### src/rtl/dac_arb_pkg.sv
// Shared constants, payload types and sample conversion for the DAC write arbiter.
package dac_arb_pkg;

   localparam int         HOST_DEPTH = 4;
   localparam int         CHAN_W     = 2;
   localparam int         NUM_CHAN   = 1 << CHAN_W;
   localparam logic [5:0] VOL_FULL   = 6'h3F;

   typedef struct packed {
      logic [CHAN_W-1:0] chan;
      logic [7:0]        data;
   } host_entry_t;

   typedef struct packed {
      logic              vol;
      logic [CHAN_W-1:0] chan;
      logic [7:0]        data;
   } gs_entry_t;

   // Signed-style samples (bit7 clear) are folded into the unsigned DAC range.
   function automatic logic [7:0] conv_sample(input logic [7:0] d);
      return d[7] ? d : {1'b0, ~d[6:0]};
   endfunction

endpackage

### src/rtl/dac_write_arbiter_if.sv
// Host (Soundrive) and GS write ports plus the DAC/volume outputs of the arbiter.
interface dac_write_arbiter_if;
   import dac_arb_pkg::*;

   logic                         host_req;
   logic [CHAN_W-1:0]            host_chan;
   logic [7:0]                   host_data;
   logic                         host_full;
   logic                         host_ovf;
   logic                         ovf_clr;
   logic                         gs_req;
   logic                         gs_vol;
   logic [CHAN_W-1:0]            gs_chan;
   logic [7:0]                   gs_data;
   logic                         gs_busy;
   logic [NUM_CHAN*8-1:0]        dac_out;
   logic [NUM_CHAN*6-1:0]        vol_out;
   logic                         upd;
   logic [CHAN_W-1:0]            upd_chan;

   modport slave (
      input  host_req, host_chan, host_data, ovf_clr,
      input  gs_req, gs_vol, gs_chan, gs_data,
      output host_full, host_ovf, gs_busy, dac_out, vol_out, upd, upd_chan
   );

   modport master (
      output host_req, host_chan, host_data, ovf_clr,
      output gs_req, gs_vol, gs_chan, gs_data,
      input  host_full, host_ovf, gs_busy, dac_out, vol_out, upd, upd_chan
   );

endinterface

### src/rtl/dac_arb_fifo.sv
// Depth-parameterised host buffer; DEPTH=1 degenerates to a single holding register.
module dac_arb_fifo #(
   parameter int DEPTH = 4,
   parameter int WIDTH = 10
) (
   input  logic             clk32,
   input  logic             rst,
   input  logic             i_push,
   input  logic [WIDTH-1:0] i_data,
   input  logic             i_pop,
   output logic [WIDTH-1:0] o_data,
   output logic             o_full,
   output logic             o_empty
);

   localparam int PTR_W = (DEPTH > 1) ? $clog2(DEPTH) : 1;
   localparam int CNT_W = $clog2(DEPTH + 1);

   logic [WIDTH-1:0] r_mem [DEPTH];
   logic [PTR_W-1:0] r_wr_ptr;
   logic [PTR_W-1:0] r_rd_ptr;
   logic [CNT_W-1:0] r_count;
   logic             w_push;
   logic             w_pop;

   function automatic logic [PTR_W-1:0] next_ptr(input logic [PTR_W-1:0] p);
      return (p == PTR_W'(DEPTH - 1)) ? '0 : p + PTR_W'(1);
   endfunction

   assign o_full  = (r_count == CNT_W'(DEPTH));
   assign o_empty = (r_count == '0);
   assign w_push  = i_push & ~o_full;
   assign w_pop   = i_pop & ~o_empty;
   assign o_data  = r_mem[r_rd_ptr];

   // NOTE: storage has no reset; an empty count makes stale contents unreachable.
   always_ff @(posedge clk32) begin
      if (w_push) r_mem[r_wr_ptr] <= i_data;
   end

   // NOTE: all state here uses <= so push and pop on one edge see the same old count.
   always_ff @(posedge clk32) begin
      if (rst) begin
         r_wr_ptr <= '0;
         r_rd_ptr <= '0;
         r_count  <= '0;
      end else begin
         if (w_push) r_wr_ptr <= next_ptr(r_wr_ptr);
         if (w_pop)  r_rd_ptr <= next_ptr(r_rd_ptr);
         case ({w_push, w_pop})
            2'b10:   r_count <= r_count + CNT_W'(1);
            2'b01:   r_count <= r_count - CNT_W'(1);
            default: r_count <= r_count;
         endcase
      end
   end

endmodule

### src/rtl/dac_write_arbiter.sv
// Round-robin commit of host (Soundrive) and GS writes into four DAC/volume registers.
// Define DAC_HOST_FIFO_EN for a 4-deep host FIFO; otherwise the host buffer holds one entry.
module dac_write_arbiter
   import dac_arb_pkg::*;
(
   input logic                clk32,
   input logic                rst,
   dac_write_arbiter_if.slave bus
);

`ifdef DAC_HOST_FIFO_EN
   localparam int HOST_BUF_DEPTH = HOST_DEPTH;
`else
   localparam int HOST_BUF_DEPTH = 1;
`endif

   host_entry_t                  w_host_in;
   host_entry_t                  w_host_head;
   logic                         w_host_full;
   logic                         w_host_empty;
   logic                         w_host_push;
   logic                         w_grant_host;
   logic                         w_grant_gs;
   logic                         w_gs_accept;

   gs_entry_t                    r_gs;
   logic                         r_gs_busy;
   logic                         r_last_gs;
   logic                         r_host_ovf;
   logic                         r_upd;
   logic [CHAN_W-1:0]            r_upd_chan;
   logic [NUM_CHAN-1:0][7:0]     r_dac;
   logic [NUM_CHAN-1:0][5:0]     r_vol;

   assign w_host_in   = '{chan: bus.host_chan, data: bus.host_data};
   assign w_host_push = bus.host_req & ~w_host_full;
   assign w_gs_accept = bus.gs_req & ~r_gs_busy;

   dac_arb_fifo #(
      .DEPTH (HOST_BUF_DEPTH),
      .WIDTH ($bits(host_entry_t))
   ) u_host_buf (
      .clk32   (clk32),
      .rst     (rst),
      .i_push  (w_host_push),
      .i_data  (w_host_in),
      .i_pop   (w_grant_host),
      .o_data  (w_host_head),
      .o_full  (w_host_full),
      .o_empty (w_host_empty)
   );

   // r_last_gs set means GS won the previous grant, so host is favoured next.
   assign w_grant_host = ~w_host_empty & (~r_gs_busy | r_last_gs);
   assign w_grant_gs   = r_gs_busy & ~w_grant_host;

   always_ff @(posedge clk32) begin
      if (rst) begin
         r_gs      <= '0;
         r_gs_busy <= 1'b0;
      end else if (w_grant_gs) begin
         r_gs_busy <= 1'b0;
      end else if (w_gs_accept) begin
         r_gs      <= '{vol: bus.gs_vol, chan: bus.gs_chan, data: bus.gs_data};
         r_gs_busy <= 1'b1;
      end
   end

   // A rejected request outranks a simultaneous clear.
   always_ff @(posedge clk32) begin
      if (rst)                              r_host_ovf <= 1'b0;
      else if (bus.host_req && w_host_full) r_host_ovf <= 1'b1;
      else if (bus.ovf_clr)                 r_host_ovf <= 1'b0;
   end

   always_ff @(posedge clk32) begin
      if (rst) begin
         r_dac      <= '0;
         r_vol      <= '0;
         r_upd      <= 1'b0;
         r_upd_chan <= '0;
         r_last_gs  <= 1'b1;
      end else begin
         r_upd <= w_grant_host | w_grant_gs;
         if (w_grant_host) begin
            r_dac[w_host_head.chan] <= conv_sample(w_host_head.data);
            r_vol[w_host_head.chan] <= VOL_FULL;
            r_upd_chan              <= w_host_head.chan;
            r_last_gs               <= 1'b0;
         end else if (w_grant_gs) begin
            if (r_gs.vol) r_vol[r_gs.chan] <= r_gs.data[5:0];
            else          r_dac[r_gs.chan] <= conv_sample(r_gs.data);
            r_upd_chan <= r_gs.chan;
            r_last_gs  <= 1'b1;
         end
      end
   end

   assign bus.host_full = w_host_full;
   assign bus.host_ovf  = r_host_ovf;
   assign bus.gs_busy   = r_gs_busy;
   assign bus.dac_out   = r_dac;
   assign bus.vol_out   = r_vol;
   assign bus.upd       = r_upd;
   assign bus.upd_chan  = r_upd_chan;

endmodule

### src/flat_wrapper.sv
// flat-port wrapper written by rule: the top's interface ports become plain ports
module dac_write_arbiter_flat import dac_arb_pkg::*;
  (clk32, rst, bus_host_req, bus_host_chan, bus_host_data, bus_ovf_clr, bus_gs_req, bus_gs_vol, bus_gs_chan, bus_gs_data, bus_host_full, bus_host_ovf, bus_gs_busy, bus_dac_out, bus_vol_out, bus_upd, bus_upd_chan);
  dac_write_arbiter_if bus_i ();
  input logic clk32;
  input logic rst;
  input wire logic [$bits(bus_i.host_req)-1:0] bus_host_req;
  input wire logic [$bits(bus_i.host_chan)-1:0] bus_host_chan;
  input wire logic [$bits(bus_i.host_data)-1:0] bus_host_data;
  input wire logic [$bits(bus_i.ovf_clr)-1:0] bus_ovf_clr;
  input wire logic [$bits(bus_i.gs_req)-1:0] bus_gs_req;
  input wire logic [$bits(bus_i.gs_vol)-1:0] bus_gs_vol;
  input wire logic [$bits(bus_i.gs_chan)-1:0] bus_gs_chan;
  input wire logic [$bits(bus_i.gs_data)-1:0] bus_gs_data;
  output wire logic [$bits(bus_i.host_full)-1:0] bus_host_full;
  output wire logic [$bits(bus_i.host_ovf)-1:0] bus_host_ovf;
  output wire logic [$bits(bus_i.gs_busy)-1:0] bus_gs_busy;
  output wire logic [$bits(bus_i.dac_out)-1:0] bus_dac_out;
  output wire logic [$bits(bus_i.vol_out)-1:0] bus_vol_out;
  output wire logic [$bits(bus_i.upd)-1:0] bus_upd;
  output wire logic [$bits(bus_i.upd_chan)-1:0] bus_upd_chan;
  assign bus_i.host_req = bus_host_req;
  assign bus_i.host_chan = bus_host_chan;
  assign bus_i.host_data = bus_host_data;
  assign bus_i.ovf_clr = bus_ovf_clr;
  assign bus_i.gs_req = bus_gs_req;
  assign bus_i.gs_vol = bus_gs_vol;
  assign bus_i.gs_chan = bus_gs_chan;
  assign bus_i.gs_data = bus_gs_data;
  assign bus_host_full = bus_i.host_full;
  assign bus_host_ovf = bus_i.host_ovf;
  assign bus_gs_busy = bus_i.gs_busy;
  assign bus_dac_out = bus_i.dac_out;
  assign bus_vol_out = bus_i.vol_out;
  assign bus_upd = bus_i.upd;
  assign bus_upd_chan = bus_i.upd_chan;
  dac_write_arbiter u_core (.clk32(clk32), .rst(rst), .bus(bus_i));
endmodule
### config.mk
export PLATFORM = sky130hd
export DESIGN_NAME = dac_write_arbiter_flat
export DESIGN_NICKNAME = d
export VERILOG_FILES = /design/src/rtl/dac_arb_pkg.sv /design/src/rtl/dac_write_arbiter_if.sv /design/src/rtl/dac_arb_fifo.sv /design/src/rtl/dac_write_arbiter.sv /design/src/flat_wrapper.sv
export SDC_FILE = /design/constraint.sdc
export NUM_CORES = 1
export LEC_CHECK = 0
export CELL_PAD_IN_SITES_DETAIL_PLACEMENT = 1
export CELL_PAD_IN_SITES_GLOBAL_PLACEMENT = 1
export CORE_MARGIN = 3
export CORE_UTILIZATION = 37
export CTS_BUF_LIST = sky130_fd_sc_hd__clkbuf_8
export CTS_CLUSTER_SIZE = 40
export DETAILED_ROUTE_END_ITERATION = 12
export PLACE_DENSITY = 0.92
export SLEW_MARGIN = 20
export SYNTH_ARGS = -nofsm -noshare
export SYNTH_HDL_FRONTEND = slang
export SYNTH_SLANG_ARGS = --single-unit
### constraint.sdc
create_clock -name clk32 -period 1.95 [get_ports clk32]
set_input_delay 0.195 -clock clk32 [delete_from_list [all_inputs] [get_ports clk32]]
set_output_delay 0.195 -clock clk32 [all_outputs]
set_load 0.05 [all_outputs]
==> impl_metrics.csv <==
group,metric,value,unit
floorplan,fp.dieW,102,microns
clock_network,cts_buffer_depth,2,
hold_path,hold_path_class,"in2reg",
sta,worst-slew-pin-transition,0.581,ns
power,p_clk_frac,0.296,
synthesis,synth_most_common_cell,"dfxtp_1",
clock_network,cts_tree,"yes",
sta,slew_viol_final,0,
setup_path,critPathKind,"reg2reg",
flow_run,cap_violations,0,
cells_and_area,fill_cells,1043,
synthesis,ys.flop_type,"dfxtp_1",
synthesis,synth.distinct_cells,33,
cells_and_area,antenna_cells,0,
sta,max_freq,0.558,GHz
route,drt_pass1_iterations,4,
setup_path,cp.arrival,2.06,ns
power,power.leakage,1.65,nW
global_routing,antenna_found_initial,0,
placement,io_buffers,87,
synthesis,synthesis.instances,389,
power,finalPower,3.97,mW
synthesis,syn_area_per_cell,8.82,sq um
clock_network,cts_inserted_buffers,9,
route,drtIter0Drc,233,
clock_network,worstSkewPairLatency,0.36,ns
cells_and_area,seq_area,1780,sq um
route,antenna_left,0,
setup_path,start_kind,"flip-flop",
cells_and_area,multi_input_area,1510,sq um
floorplan,start_util,0.388,
power,p_int,2.66,mW
placement,gp_routability_congestion,0.877,
power,sw_frac_of_total,0.329,
sta,hold_violations,0,
global_routing,grtUsageTotal,0.214,
synthesis,synth_top_cell_by_area,"dfxtp_1",
route,avgViaCountPerCell,5.64,
power,powerDensity,865,nW/um^2
outcome,status,"finished, final reports clean",
clock_network,hold_buffers,0,
route,drc,0,
synthesis,syn-cell-area,3430,sq um
synthesis,yosys-top-cells-area,"dfxtp_1 43%, nor3_1 9.0%, edfxtp_1 8.8%",
global_routing,grt_max_degree,38,
floorplan,fp.dieH,102,microns
synthesis,syn_nets,415,
synthesis,ys_seq_elements,84,
floorplan,core,8850,sq um
synthesis,synthTopCellsByCount,"74 x dfxtp_1, 62 x nor3_1, 54 x nand2_1",
synthesis,synth-async-reset-ratio,0,
sta,slew_headroom,0.612,
sta,fin_crit_sh,0.920,
clock_network,cts-htree-levels,3,
sta,setup_viol,0,
sta,rsz0062_at_grt,"false",
sta,finClkSkew,0.0141,ns
floorplan,core.rowCount,34,
cells_and_area,layout.nets,497,
clock_network,clock_sink_count,84,
synthesis,ys_warn_count,0,
global_routing,grt_pass1_vias,3408,
floorplan,num_io_pins,88,
power,vdd.ir_drop.worst,0.369,mV
cells_and_area,layout-drive-gt1-share,0.0903,
clock_network,cts_root_buffer,"clkbuf_8",
cells_and_area,areaGrowthSynthToFinish,33.8,%
setup_path,critPathMaxFanout,9,
route,totalWireLength,11000,microns
synthesis,synth_top_area_share,0.432,
sta,setup_tns,0,ns
floorplan,die-area,10500,sq um
power,power_switching,1.31,mW
setup_path,critPathCaptureType,"flip-flop",
route,wl_per_cell,18.8,microns
power,p_comb_frac,0.210,
power,power_frac_seq,0.494,
setup_path,worst-endpoint-required,2.22,ns
synthesis,yosysSeqAreaShare,0.520,
sta,finalCriticalPeriod,1.79,ns
placement,dp_hpwl,7990,microns
global_routing,grt_overflow,0,
global_routing,grt_pass1_wl,17500,microns
route,vias,3293,
synthesis,synth-edff-count,10,
clock_network,clkTransAtPathRegs,0.09,ns
power groups by stage:
stage	combinational, mW	sequential, mW	clock (mW)
2_1_floorplan	0.286	2.22	0
3_3_place_gp	0.804	1.99	0
3_5_place_dp	0.827	2.00	0
4_1_cts	0.835	1.96	1.19
5_1_grt	0.885	1.97	1.27
6_report	0.834	1.96	1.17
worst max-delay path, cell delays in order, from the launching register on:
cell	delay, ns
dfxtp_1	0.52
nor2b_1	0.36
and3_1	0.40
nand2_1	0.12
a311oi_1	0.31
routing by layer:
| layer | wire [microns] | track usage |
|---|---|---|
| met5 | 0 | 0 |
| met4 | 78 | 0.0414 |
| met3 | 515 | 0.0444 |
| met2 | 5590 | 0.378 |
| met1 | 4780 | 0.271 |
cell families after synthesis:
group | share of synthesized area
compound gates | 0.144
xor+xnor | 0.0358
buf+inv | 0.0412
flops | 0.520
simple gates | 0.259
through the flow:
| step | instances | utilization | setup WS [ns] | area (sq um) | hold slack [ns] |
|---|---|---|---|---|---|
| 5_1_grt | 584 | 0.519 | 0.00981 | 4590 | 0.265 |
| 3_3_place_gp | 566 | 0.496 | 0.354 | 4390 | 0.454 |
| 2_1_floorplan | 389 | - | 0.00698 | 3430 | 0.294 |
| 3_5_place_dp | 566 | 0.496 | 0.237 | 4390 | 0.473 |
| 4_1_cts | 582 | 0.517 | 0.0457 | 4570 | 0.248 |
| 6_report | 584 | 0.519 | 0.157 | 4590 | 0.263 |
path summary, 6_finish.rpt:
kind / start / endpoint / slack, ns / cells past startpoint
min: rst / u_core.r_last_gs / 0.26 / 3
min reg2reg: u_core.bus.host_ovf / u_core.bus.host_ovf / 0.48 / 2
max reg2reg: u_core.r_gs[9] / u_core.bus.dac_out[22] / 0.16 / 4
max: u_core.r_gs[9] / u_core.bus.dac_out[22] / 0.16 / 4
layout make-up:
class                           instances  area share
Sequential cell                        84       0.389
Multi-Input combinational cell        273       0.328
Timing Repair Buffer                  101       0.212
Clock buffer                           10      0.0300
Tap cell                              108      0.0295
Clock inverter                          6      0.0104
Inverter                                2     0.00164
state kept, by name, summed over array words and instances, names as in the netlist:
register and cells:
u_core.bus.upd_chan 2, u_core.bus.dac_out 32, u_core.bus.vol_out 24, u_core.r_gs 11, u_core.u_host_buf.o_full 1, u_core.bus.gs_busy 1, u_core.r_last_gs 1, u_core.u_host_buf.r_mem 10
u_core.bus.host_ovf 1, u_core.bus.upd 1
timing repair:
action	CTS	global route
setup endpoints to repair	0	3
setup buffers	0	2
gates resized for setup	0	1
placed cells by master (no fill, tap or decap):
| master | n |
|---|---|
| clkdlybuf4s50_1 | 84 |
| dfxtp_1 | 73 |
| nor3_1 | 62 |
| nand2_1 | 54 |
| nor2_1 | 41 |
| o22ai_1 | 19 |
| buf_4 | 15 |
| xnor2_1 | 14 |
| a21oi_1 | 14 |
| a311oi_1 | 12 |
| a211oi_1 | 10 |
| clkbuf_8 | 10 |
| edfxtp_1 | 10 |
| nor2b_1 | 8 |
| nand3_1 | 8 |
| o221a_2 | 6 |
| and3_1 | 5 |
| o21ai_0 | 4 |
| nand2b_1 | 3 |
| clkinv_4 | 3 |
| a21boi_0 | 2 |
| nand4_1 | 2 |
| nor4b_2 | 2 |
| nand4b_1 | 2 |
| inv_2 | 1 |
| or4_1 | 1 |
| inv_1 | 1 |
| or3_1 | 1 |
| and4_1 | 1 |
| o31ai_1 | 1 |
| a221oi_2 | 1 |
| inv_6 | 1 |
| clkinv_2 | 1 |
| clkinvlp_4 | 1 |
| buf_2 | 1 |
| dlymetal6s2s_1 | 1 |
| dfxtp_2 | 1 |
(Power assumes the default switching activity.)
